$ cat src/rtl/ysyx_24100012_lsu.sv
// rtl/ysyx_24100012_lsu.sv - load/store unit between execute stage and the data RAM
module ysyx_24100012_lsu #(
    parameter int ADDR_WIDTH = 32,
    parameter int DATA_WIDTH = 32,
    parameter int LATENCY    = 1
) (
    input  logic                  clk,
    input  logic                  rst,
    input  logic                  req_valid,
    output logic                  req_ready,
    input  logic                  req_wen,
    input  logic [2:0]            req_funct3,
    input  logic [ADDR_WIDTH-1:0] req_addr,
    input  logic [DATA_WIDTH-1:0] req_wdata,
    output logic                  resp_valid,
    input  logic                  resp_ready,
    output logic [DATA_WIDTH-1:0] resp_rdata,
    output logic                  resp_err,
    output logic                  mem_wen,
    output logic                  mem_ren,
    output logic [DATA_WIDTH-1:0] mem_len,
    output logic [ADDR_WIDTH-1:0] mem_waddr,
    output logic [DATA_WIDTH-1:0] mem_wdata,
    output logic [ADDR_WIDTH-1:0] mem_raddr,
    input  logic [DATA_WIDTH-1:0] mem_rdata
);

    typedef enum logic [1:0] {IDLE, ACCESS, RESP} state_t;

    localparam logic [3:0] CNT_INIT = 4'(LATENCY - 1);

    state_t                state;
    logic                  wen_r;
    logic [2:0]            funct3_r;
    logic [3:0]            cnt;

    logic                  illegal;
    logic                  misaligned;
    logic [DATA_WIDTH-1:0] len_val;
    logic [DATA_WIDTH-1:0] wdata_masked;
    logic [DATA_WIDTH-1:0] ext_rdata;

    // Funct3 6/7 and 3 are never legal; stores have no unsigned variants.
    always_comb begin
        illegal    = (req_funct3 == 3'd3) || (req_funct3[2:1] == 2'b11) ||
                     (req_wen && req_funct3[2]);
        misaligned = ((req_funct3[1:0] == 2'd1) && req_addr[0]) ||
                     ((req_funct3[1:0] == 2'd2) && (req_addr[1:0] != 2'b00));
    end

    always_comb begin
        len_val      = '0;
        wdata_masked = '0;
        case (req_funct3[1:0])
            2'd0: begin
                len_val      = {{(DATA_WIDTH-3){1'b0}}, 3'd1};
                wdata_masked = {{(DATA_WIDTH-8){1'b0}}, req_wdata[7:0]};
            end
            2'd1: begin
                len_val      = {{(DATA_WIDTH-3){1'b0}}, 3'd2};
                wdata_masked = {{(DATA_WIDTH-16){1'b0}}, req_wdata[15:0]};
            end
            default: begin
                len_val      = {{(DATA_WIDTH-3){1'b0}}, 3'd4};
                wdata_masked = req_wdata;
            end
        endcase
    end

    always_comb begin
        ext_rdata = mem_rdata;
        case (funct3_r)
            3'd0:    ext_rdata = {{(DATA_WIDTH-8){mem_rdata[7]}}, mem_rdata[7:0]};
            3'd1:    ext_rdata = {{(DATA_WIDTH-16){mem_rdata[15]}}, mem_rdata[15:0]};
            3'd4:    ext_rdata = {{(DATA_WIDTH-8){1'b0}}, mem_rdata[7:0]};
            3'd5:    ext_rdata = {{(DATA_WIDTH-16){1'b0}}, mem_rdata[15:0]};
            default: ext_rdata = mem_rdata;
        endcase
    end

    always_ff @(posedge clk or posedge rst) begin
        if (rst) begin
            state      <= IDLE;
            wen_r      <= 1'b0;
            funct3_r   <= 3'd0;
            cnt        <= 4'd0;
            req_ready  <= 1'b1;
            resp_valid <= 1'b0;
            resp_rdata <= '0;
            resp_err   <= 1'b0;
            mem_wen    <= 1'b0;
            mem_ren    <= 1'b0;
            mem_len    <= '0;
            mem_waddr  <= '0;
            mem_wdata  <= '0;
            mem_raddr  <= '0;
        end else begin
            case (state)
                IDLE: begin
                    if (req_valid) begin
                        wen_r     <= req_wen;
                        funct3_r  <= req_funct3;
                        req_ready <= 1'b0;
                        if (illegal || misaligned) begin
                            state      <= RESP;
                            resp_valid <= 1'b1;
                            resp_err   <= 1'b1;
                            resp_rdata <= '0;
                        end else begin
                            state     <= ACCESS;
                            cnt       <= CNT_INIT;
                            mem_len   <= len_val;
                            mem_waddr <= req_addr;
                            mem_raddr <= req_addr;
                            mem_wdata <= wdata_masked;
                            mem_wen   <= req_wen;
                            mem_ren   <= !req_wen;
                        end
                    end
                end
                ACCESS: begin
                    // One write strobe per store regardless of access length.
                    mem_wen <= 1'b0;
                    if (cnt == 4'd0) begin
                        mem_ren    <= 1'b0;
                        state      <= RESP;
                        resp_valid <= 1'b1;
                        resp_err   <= 1'b0;
                        resp_rdata <= wen_r ? '0 : ext_rdata;
                    end else begin
                        cnt <= cnt - 4'd1;
                    end
                end
                RESP: begin
                    if (resp_ready) begin
                        state      <= IDLE;
                        resp_valid <= 1'b0;
                        req_ready  <= 1'b1;
                    end
                end
                default: begin
                    state     <= IDLE;
                    req_ready <= 1'b1;
                end
            endcase
        end
    end

endmodule

$ cat config.mk
export PLATFORM = sky130hd
export DESIGN_NAME = ysyx_24100012_lsu
export DESIGN_NICKNAME = d
export VERILOG_FILES = /design/src/rtl/ysyx_24100012_lsu.sv
export SDC_FILE = /design/constraint.sdc
export NUM_CORES = 1
export LEC_CHECK = 0
export ABC_CLOCK_PERIOD_IN_PS = 7460
export BUFFER_PORTS_ARGS = -buffer_cell sky130_fd_sc_hd__buf_2
export CELL_PAD_IN_SITES_DETAIL_PLACEMENT = 2
export CELL_PAD_IN_SITES_GLOBAL_PLACEMENT = 2
export CORE_MARGIN = 2
export CORE_UTILIZATION = 29
export DETAILED_ROUTE_END_ITERATION = 8
export HOLD_SLACK_MARGIN = 0.12
export PLACE_DENSITY = 0.91
export RECOVER_POWER = 50
export SLEW_MARGIN = 20
export SYNTH_ARGS = -nofsm -noshare
export SYNTH_HDL_FRONTEND = slang
export SYNTH_SLANG_ARGS = --single-unit
$ cat constraint.sdc
create_clock -name clk -period 7.46 [get_ports clk]
set_clock_uncertainty 0.15 [all_clocks]
set_input_delay 0.746 -clock clk [delete_from_list [all_inputs] [get_ports clk]]
set_output_delay 0.746 -clock clk [all_outputs]
set_load 0.01 [all_outputs]
==> impl_metrics.csv, run 1 <==
group,metric,value,unit
sta,hold_viol_final,0,
critical_path,critical_path_class,"flop to flop",
global_routing,antenna_found_initial,4,
finish,multi_input_area,1890,um2
global_routing,grtUsageMet3,4.01,%
floorplanning,pin_count,269,
finish,layout-drive-gt1-share,30.0,%
hold_path,hold_path_class,"flop to flop",
synthesis,synth_compound_area_share,9.06,%
global_routing,grt_overflow,0,
synthesis,yosys_warnings,0,
clocking,postCtsSetupRepairBufs,0,
routing,post_drt_wl_per_cell,18.5,um
placement,hpwl,12.1,mm
synthesis,synthTopCellsByArea,"dfrtp_1 (54%), mux2_2 (10%), buf_4 (8.7%), o21ai_0 (4.7%), nand2_1 (4.6%)",
critical_path,startpoint_type,"flop",
clocking,cts_buffers,17,
floorplanning,std_cell_rows,49,
synthesis,postSynthAreaPerCell,10.9,um2
critical_path,arrival,3.68,ns
routing,vias_per_cell,4.62,
routing,ant_nets,0,
global_routing,grt_pass1_wl,26.5,mm
clocking,clkSinkCount,114,
sta,period_needed,3.56,ns
critical_path,path_max_fanout,34,
routing,drt_iter0_drc,156,
clocking,cts-resized-gates,0,
critical_path,cpPeakStageDelay,0.98,ns
finish,nNetsFinal,790,
clocking,clockBufferDepth,2,
synthesis,synth-seq-area-share,54.2,%
global_routing,grt.busiest_layer,"met2",
sta,rsz0062_at_grt,"no",
floorplanning,die_w,139,um
job,drv_cap,1,
critical_path,crit_family,"simple AND/OR/NAND/NOR gates",
floorplanning,coreArea,17900,um2
synthesis,synth_mux_area_share,11.8,%
routing,wl,17.2,mm
sta,fmax,281,MHz
synthesis,netlist_area,5260,um2
sta,setup_violations,0,
finish,layout_common_cells,"clkbuf_1 (127), buf_2 (114), dfrtp_1 (113), nand2_1 (65), o21ai_0 (49)",
power,irDropWorstVdd,0.168,mV
critical_path,cp_slowest_cell,"nor3b_1",
power,power_density,427,nW/um2
clocking,cts_tree,"done",
sta,tightestPinTransition,2.41,ns
floorplanning,start_util,29.4,%
critical_path,path_cells,"nor3b_1, nand3_2, and2_4, o31ai_1",
sta,tns,0,ns
routing,drt_pass1_iterations,4,
synthesis,synth_flop_cell,"dfrtp_1",
power,leakagePower,3.13,nW
finish,final_common_cell,"clkbuf_1",
sta,final_max_slew_viol_count,54,
synthesis,netlist_instances,484,
clocking,cts_hold_buffers,0,
critical_path,end_kind,"flop",
routing,route.detailed.drc,0,
synthesis,synthArstFlopShare,100,%
clocking,clk_latency,0.41,ns
status,status,"complete, but fails checks",
global_routing,grt_usage,17.7,%
finish,fill_cells,1985,
clocking,clkTransAtPathRegs,0.05,ns
sta,period_share,47.8,%
clocking,root_buffer,"clkbuf_16",
finish,area_delta_synth_final,28.3,%
sta,relSlewSlack,-61.5,%
global_routing,met1_usage,18.5,%
clocking,htreeDepth,4,
routing,routed-via-count,4298,
status,failed_checks,"capacitance limit, slew limit",
placement,place.gp.congestion,0.744,
synthesis,synth_xor_area_share,0,%
synthesis,synth_cell_types,40,
critical_path,crit_buf_inv,0,
global_routing,grt_pass1_vias,4672,
synthesis,synth_top_family_by_area,"simple AND/OR/NAND/NOR gates",
critical_path,required,7.57,ns
placement,port_buffers,239,
synthesis,synth.top_cell.area_share,53.7,%
synthesis,synth_area_leader_cell,"dfrtp_1",
floorplanning,die_h,139,um
synthesis,synthAdderAreaFrac,0.475,%
synthesis,synth_edf_count,0,
global_routing,grt_util_met2,34.4,%
synthesis,synthSimpleGateAreaFrac,12.5,%
finish,register_area,2850,um2
synthesis,ys_ff_latch,114,
floorplanning,dieArea,19200,um2
global_routing,grt_max_degree,63,
power,p_total,0.00288,W
-- routing by layer --
| metal | vias to the layer above | share of wire (%) |
|---|---|---|
| li1 | 1968 | - |
| met1 | 2164 | 37 |
| met2 | 142 | 57 |
| met3 | 24 | 4.3 |
| met4 | 0 | 1.8 |
| met5 | - | 0 |
-- synthesized netlist by cell type, drive strengths merged, types with 2 or more instances --
| cell | instances |
|---|---|
| nand4 | 2 |
| ha | 2 |
| nor2b | 17 |
| nor2 | 5 |
| inv | 5 |
| nand2 | 65 |
| clkbuf | 16 |
| nand2b | 6 |
| mux2 | 53 |
| o31ai | 16 |
| nand3 | 29 |
| a31oi | 2 |
| dfrtp | 113 |
| a21oi | 11 |
| o21ai | 51 |
| buf | 75 |
-- worst reg2reg max path: cells and delay by family, from the launching register on --
family             cells  cell delay (ns)
AOI/OAI and AO/OA      1             0.48
and+or+nand+nor        3             2.31
DFF                    1             0.47
-- path summary, 6_finish.rpt --
check / endpoint / slack, ns / start / cells after the start
min in group asynchronous: mem_raddr[27] / 0.81 / rst / 2
worst min register to register: mem_wdata[16] / 0.32 / mem_wdata[16] / 2
worst max-delay path: resp_rdata[27] / 3.90 / state[0] / 4
worst min-delay path: mem_wdata[16] / 0.32 / mem_wdata[16] / 2
max in group asynchronous: mem_wdata[29] / 4.66 / rst / 3
worst max register to register: resp_rdata[27] / 3.90 / state[0] / 4
-- report_power, final --
group	total (W)	leakage, nW	internal [W]	switching, W
Clock	0.000845	0.295	0.000559	0.000287
Combinational	0.000948	1.38	0.000368	0.000579
Sequential	0.00109	1.45	0.000876	0.000212
-- registers in the layout, summed over array words and instances (netlist names) --
name        cells
mem_raddr      32
mem_wdata      32
resp_rdata     32
cnt             4
funct3_r        3
mem_len         3
state           2
mem_ren         1
mem_wen         1
req_ready       1
resp_err        1
resp_valid      1
wen_r           1
-- through the flow --
step / cell area [um2] / hold slack [ns] / instances / utilization (%) / worst slack (ns)
3_5_place_dp: 6290 / 0.317 / 894 / 35.2 / 4.33
2_1_floorplan: 5370 / 0.311 / 512 / - / 3.55
5_1_grt: 6750 / 0.357 / 929 / 37.7 / 3.67
4_1_cts: 6910 / 0.310 / 926 / 38.6 / 4.58
3_3_place_gp: 6290 / 0.309 / 894 / 35.2 / 4.37
6_report: 6750 / 0.324 / 930 / 37.7 / 3.90
-- kinds of logic (layout without fill, tap and decap cells) --
| group | after synthesis | after routing |
|---|---|---|
| simple gates | 133 | 133 |
| flops | 114 | 114 |
| buf+inv | 96 | 281 |
| compound gates | 84 | 84 |
| mux | 54 | 54 |
| fa+ha+maj | 2 | 2 |
| other cells | 1 | 33 |
-- area by class of cell --
type	instances	area share, %
diodes	4	0.148
clock buffers	23	7.23
clock inverters	9	1.89
inverters	5	0.297
multi-input cells	302	28.0
flip-flops and latches	114	42.3
well taps	229	4.24
repair buffers	244	16.0
No activity file was read; power rests on OpenSTA's default activity.
==> run 2, diff against run 1 <==
--- a/config.mk
+++ b/config.mk
@@ -5,15 +5,15 @@
 export SDC_FILE = /design/constraint.sdc
 export NUM_CORES = 1
 export LEC_CHECK = 0
-export ABC_CLOCK_PERIOD_IN_PS = 7460
+export ABC_CLOCK_PERIOD_IN_PS = 3500
 export BUFFER_PORTS_ARGS = -buffer_cell sky130_fd_sc_hd__buf_2
 export CELL_PAD_IN_SITES_DETAIL_PLACEMENT = 2
 export CELL_PAD_IN_SITES_GLOBAL_PLACEMENT = 2
 export CORE_MARGIN = 2
-export CORE_UTILIZATION = 29
+export CORE_UTILIZATION = 26
 export DETAILED_ROUTE_END_ITERATION = 8
 export HOLD_SLACK_MARGIN = 0.12
-export PLACE_DENSITY = 0.91
+export PLACE_DENSITY = 0.84
 export RECOVER_POWER = 50
 export SLEW_MARGIN = 20
 export SYNTH_ARGS = -nofsm -noshare
==> constraint.sdc (replaced) <==
create_clock -name clk -period 3.5 [get_ports clk]
set_clock_uncertainty 0.15 [all_clocks]
set_input_delay 0.35 -clock clk [delete_from_list [all_inputs] [get_ports clk]]
set_output_delay 0.35 -clock clk [all_outputs]
set_load 0.01 [all_outputs]
==> run 2 against run 1 <==
  * The flow still finishes with violations (capacitance limit, slew limit)
  * Largest power group unchanged
  * Cell count up 14%
  * Sequential share of layout area down 5.7 points
  * Non-clock buffer count up 89
  * Critical path type is now input pin to flop
  * Clock power up 130%
  * Design area up 15%
  * Hold slack worse by 0.20 ns
  * Combinational power up 140%
  * Critical path depth up 2
  * Highest routed layer unchanged
  * Global-route usage up 1.9 points
  * Flip-flop and latch count unchanged
  * Routed wire length up 23%
  * Setup slack worse by 2.8 ns
==> impl_metrics.csv, run 2 (synthesis results as in run 1) <==
group,metric,value,unit
placement,place.gp.congestion,0.760,
sta,final_max_slew_viol_count,115,
placement,dp_slack,1.13,ns
clocking,clk_latency,0.41,ns
routing,wl,21.1,mm
routing,drt_pass1_iterations,4,
finish,layout_common_cells,"buf_2 (171), dfrtp_1 (113), dlygate4sd3_1 (88), clkbuf_1 (68), nand2_1 (65)",
status,status,"complete, but fails checks",
clocking,postCtsSetupRepairBufs,0,
sta,period_share,69.8,%
clocking,root_buffer,"clkbuf_16",
critical_path,cp_num_cells,6,
critical_path,path_cells,"dlygate4sd3_1, buf_2, or4_1, nand3_2, and2_4, mux2_2",
routing,routed-via-count,4736,
critical_path,path_max_fanout,34,
floorplanning,die_h,146,um
critical_path,end_kind,"flop",
clocking,cts_buffers,17,
clocking,cts_hold_buffers,88,
critical_path,ff2ff_setup_slack,1.27,ns
status,failed_checks,"capacitance limit, slew limit",
finish,final_common_cell,"buf_2",
critical_path,startpoint_type,"input pin",
power,p_total,0.00656,W
critical_path,crit_family,"simple AND/OR/NAND/NOR gates",
global_routing,grt_overflow,0,
floorplanning,start_util,26.3,%
critical_path,r2r_end,"resp_rdata[28]",
sta,hold_viol_final,0,
sta,rsz0062_at_grt,"no",
hold_path,hold_path_class,"input pin to flop",
global_routing,grt_pass1_wl,32.3,mm
floorplanning,die_w,146,um
clocking,cts-resized-gates,0,
floorplanning,pin_count,269,
sta,setup_violations,0,
clocking,clkSinkCount,114,
finish,layout-drive-gt1-share,34.6,%
critical_path,cp_slowest_cell,"or4_1",
critical_path,required,3.65,ns
global_routing,grt_usage,19.6,%
global_routing,antenna_found_initial,1,
finish,nNetsFinal,879,
routing,route.detailed.drc,0,
sta,setup_ws,1.06,ns
floorplanning,std_cell_rows,52,
critical_path,worst-r2r-cell-count,5,
sta,fmax,409,MHz
placement,hpwl,12.0,mm
clocking,cts_tree,"done",
critical_path,reg2reg_from,"state[1]",
power,power_density,841,nW/um2
routing,vias_per_cell,4.48,
global_routing,grt_pass1_vias,5364,
routing,drt_iter0_drc,151,
placement,port_buffers,239,
sta,tightestPinTransition,1.66,ns
floorplanning,dieArea,21400,um2
critical_path,crit_buf_inv,2,
finish,register_area,2850,um2
global_routing,grt_max_degree,115,
finish,area_delta_synth_final,48.1,%
sta,relSlewSlack,-10.7,%
sta,tns,0,ns
critical_path,cp-endpoint,"resp_rdata[14]",
clocking,clockBufferDepth,2,
sta,period_needed,2.44,ns
routing,ant_nets,0,
power,leakagePower,3.70,nW
clocking,clkTransAtPathRegs,0.06,ns
power,irDropWorstVdd,0.306,mV
critical_path,arrival,2.59,ns
job,drv_cap,1,
critical_path,setup.worst_path.start,"req_funct3[2]",
finish,multi_input_area,1900,um2
critical_path,cpPeakStageDelay,0.59,ns
clocking,htreeDepth,4,
finish,top_regs,"mem_raddr (32), mem_wdata (32), resp_rdata (32)",
routing,post_drt_wl_per_cell,20.0,um
finish,fill_cells,2216,
critical_path,critical_path_class,"input pin to flop",
floorplanning,coreArea,20000,um2
==> run 2: per-layer routing <==
layer	part of all wire (%)	GRT usage, %	vias up
met4	1.9	5.58	0
li1	-	-	2134
met3	4.6	4.94	25
met1	37	21.0	2409
met2	57	37.8	168
met5	0	0	-
==> run 2: final cells by class <==
class / instances / area share [%]
Timing Repair Buffer: 333 / 26.1
Antenna cell: 1 / 0.0321
Clock inverter: 14 / 2.60
Sequential cell: 114 / 36.6
Inverter: 5 / 0.289
Tap cell: 270 / 4.33
Clock buffer: 18 / 5.63
Multi-Input combinational cell: 302 / 24.4
==> run 2: tightest hold or removal path, delay by kind of cell <==
family / cells / cell delay, ns
simple gates: 1 / 0.11
compound gates: 1 / 0.09
buf+inv: 1 / 0.10
==> run 2: worst min path at each step <==
stage / startpoint / endpoint / slack, ns / depth (start not counted)
floorplan: cnt[0] / cnt[0] / 0.31 / 1
global placement: mem_wdata[12] / mem_wdata[12] / 0.31 / 2
detailed placement: mem_len[0] / mem_len[0] / 0.32 / 2
CTS: req_addr[0] / mem_raddr[0] / 0.12 / 2
global route: req_addr[0] / mem_raddr[0] / 0.12 / 2
finish: mem_rdata[17] / resp_rdata[17] / 0.13 / 3
==> run 2: through the flow <==
stage	cell area (um2)	instances	hold WS [ns]	utilization, %
after global routing	7790	1057	0.122	38.9
after CTS	7890	1056	0.121	39.4
after global placement	6370	936	0.308	31.8
final	7790	1057	0.127	38.9
after floorplan	5370	512	0.311	-
after detailed placement	6370	936	0.325	31.8
==> run 2: report_power, final <==
part	total, W	internal (W)	switching (W)	leakage [nW]
sequential	0.00234	0.00187	0.000476	1.45
clock	0.00193	0.00122	0.000708	0.311
combinational	0.00228	0.000944	0.00134	1.94
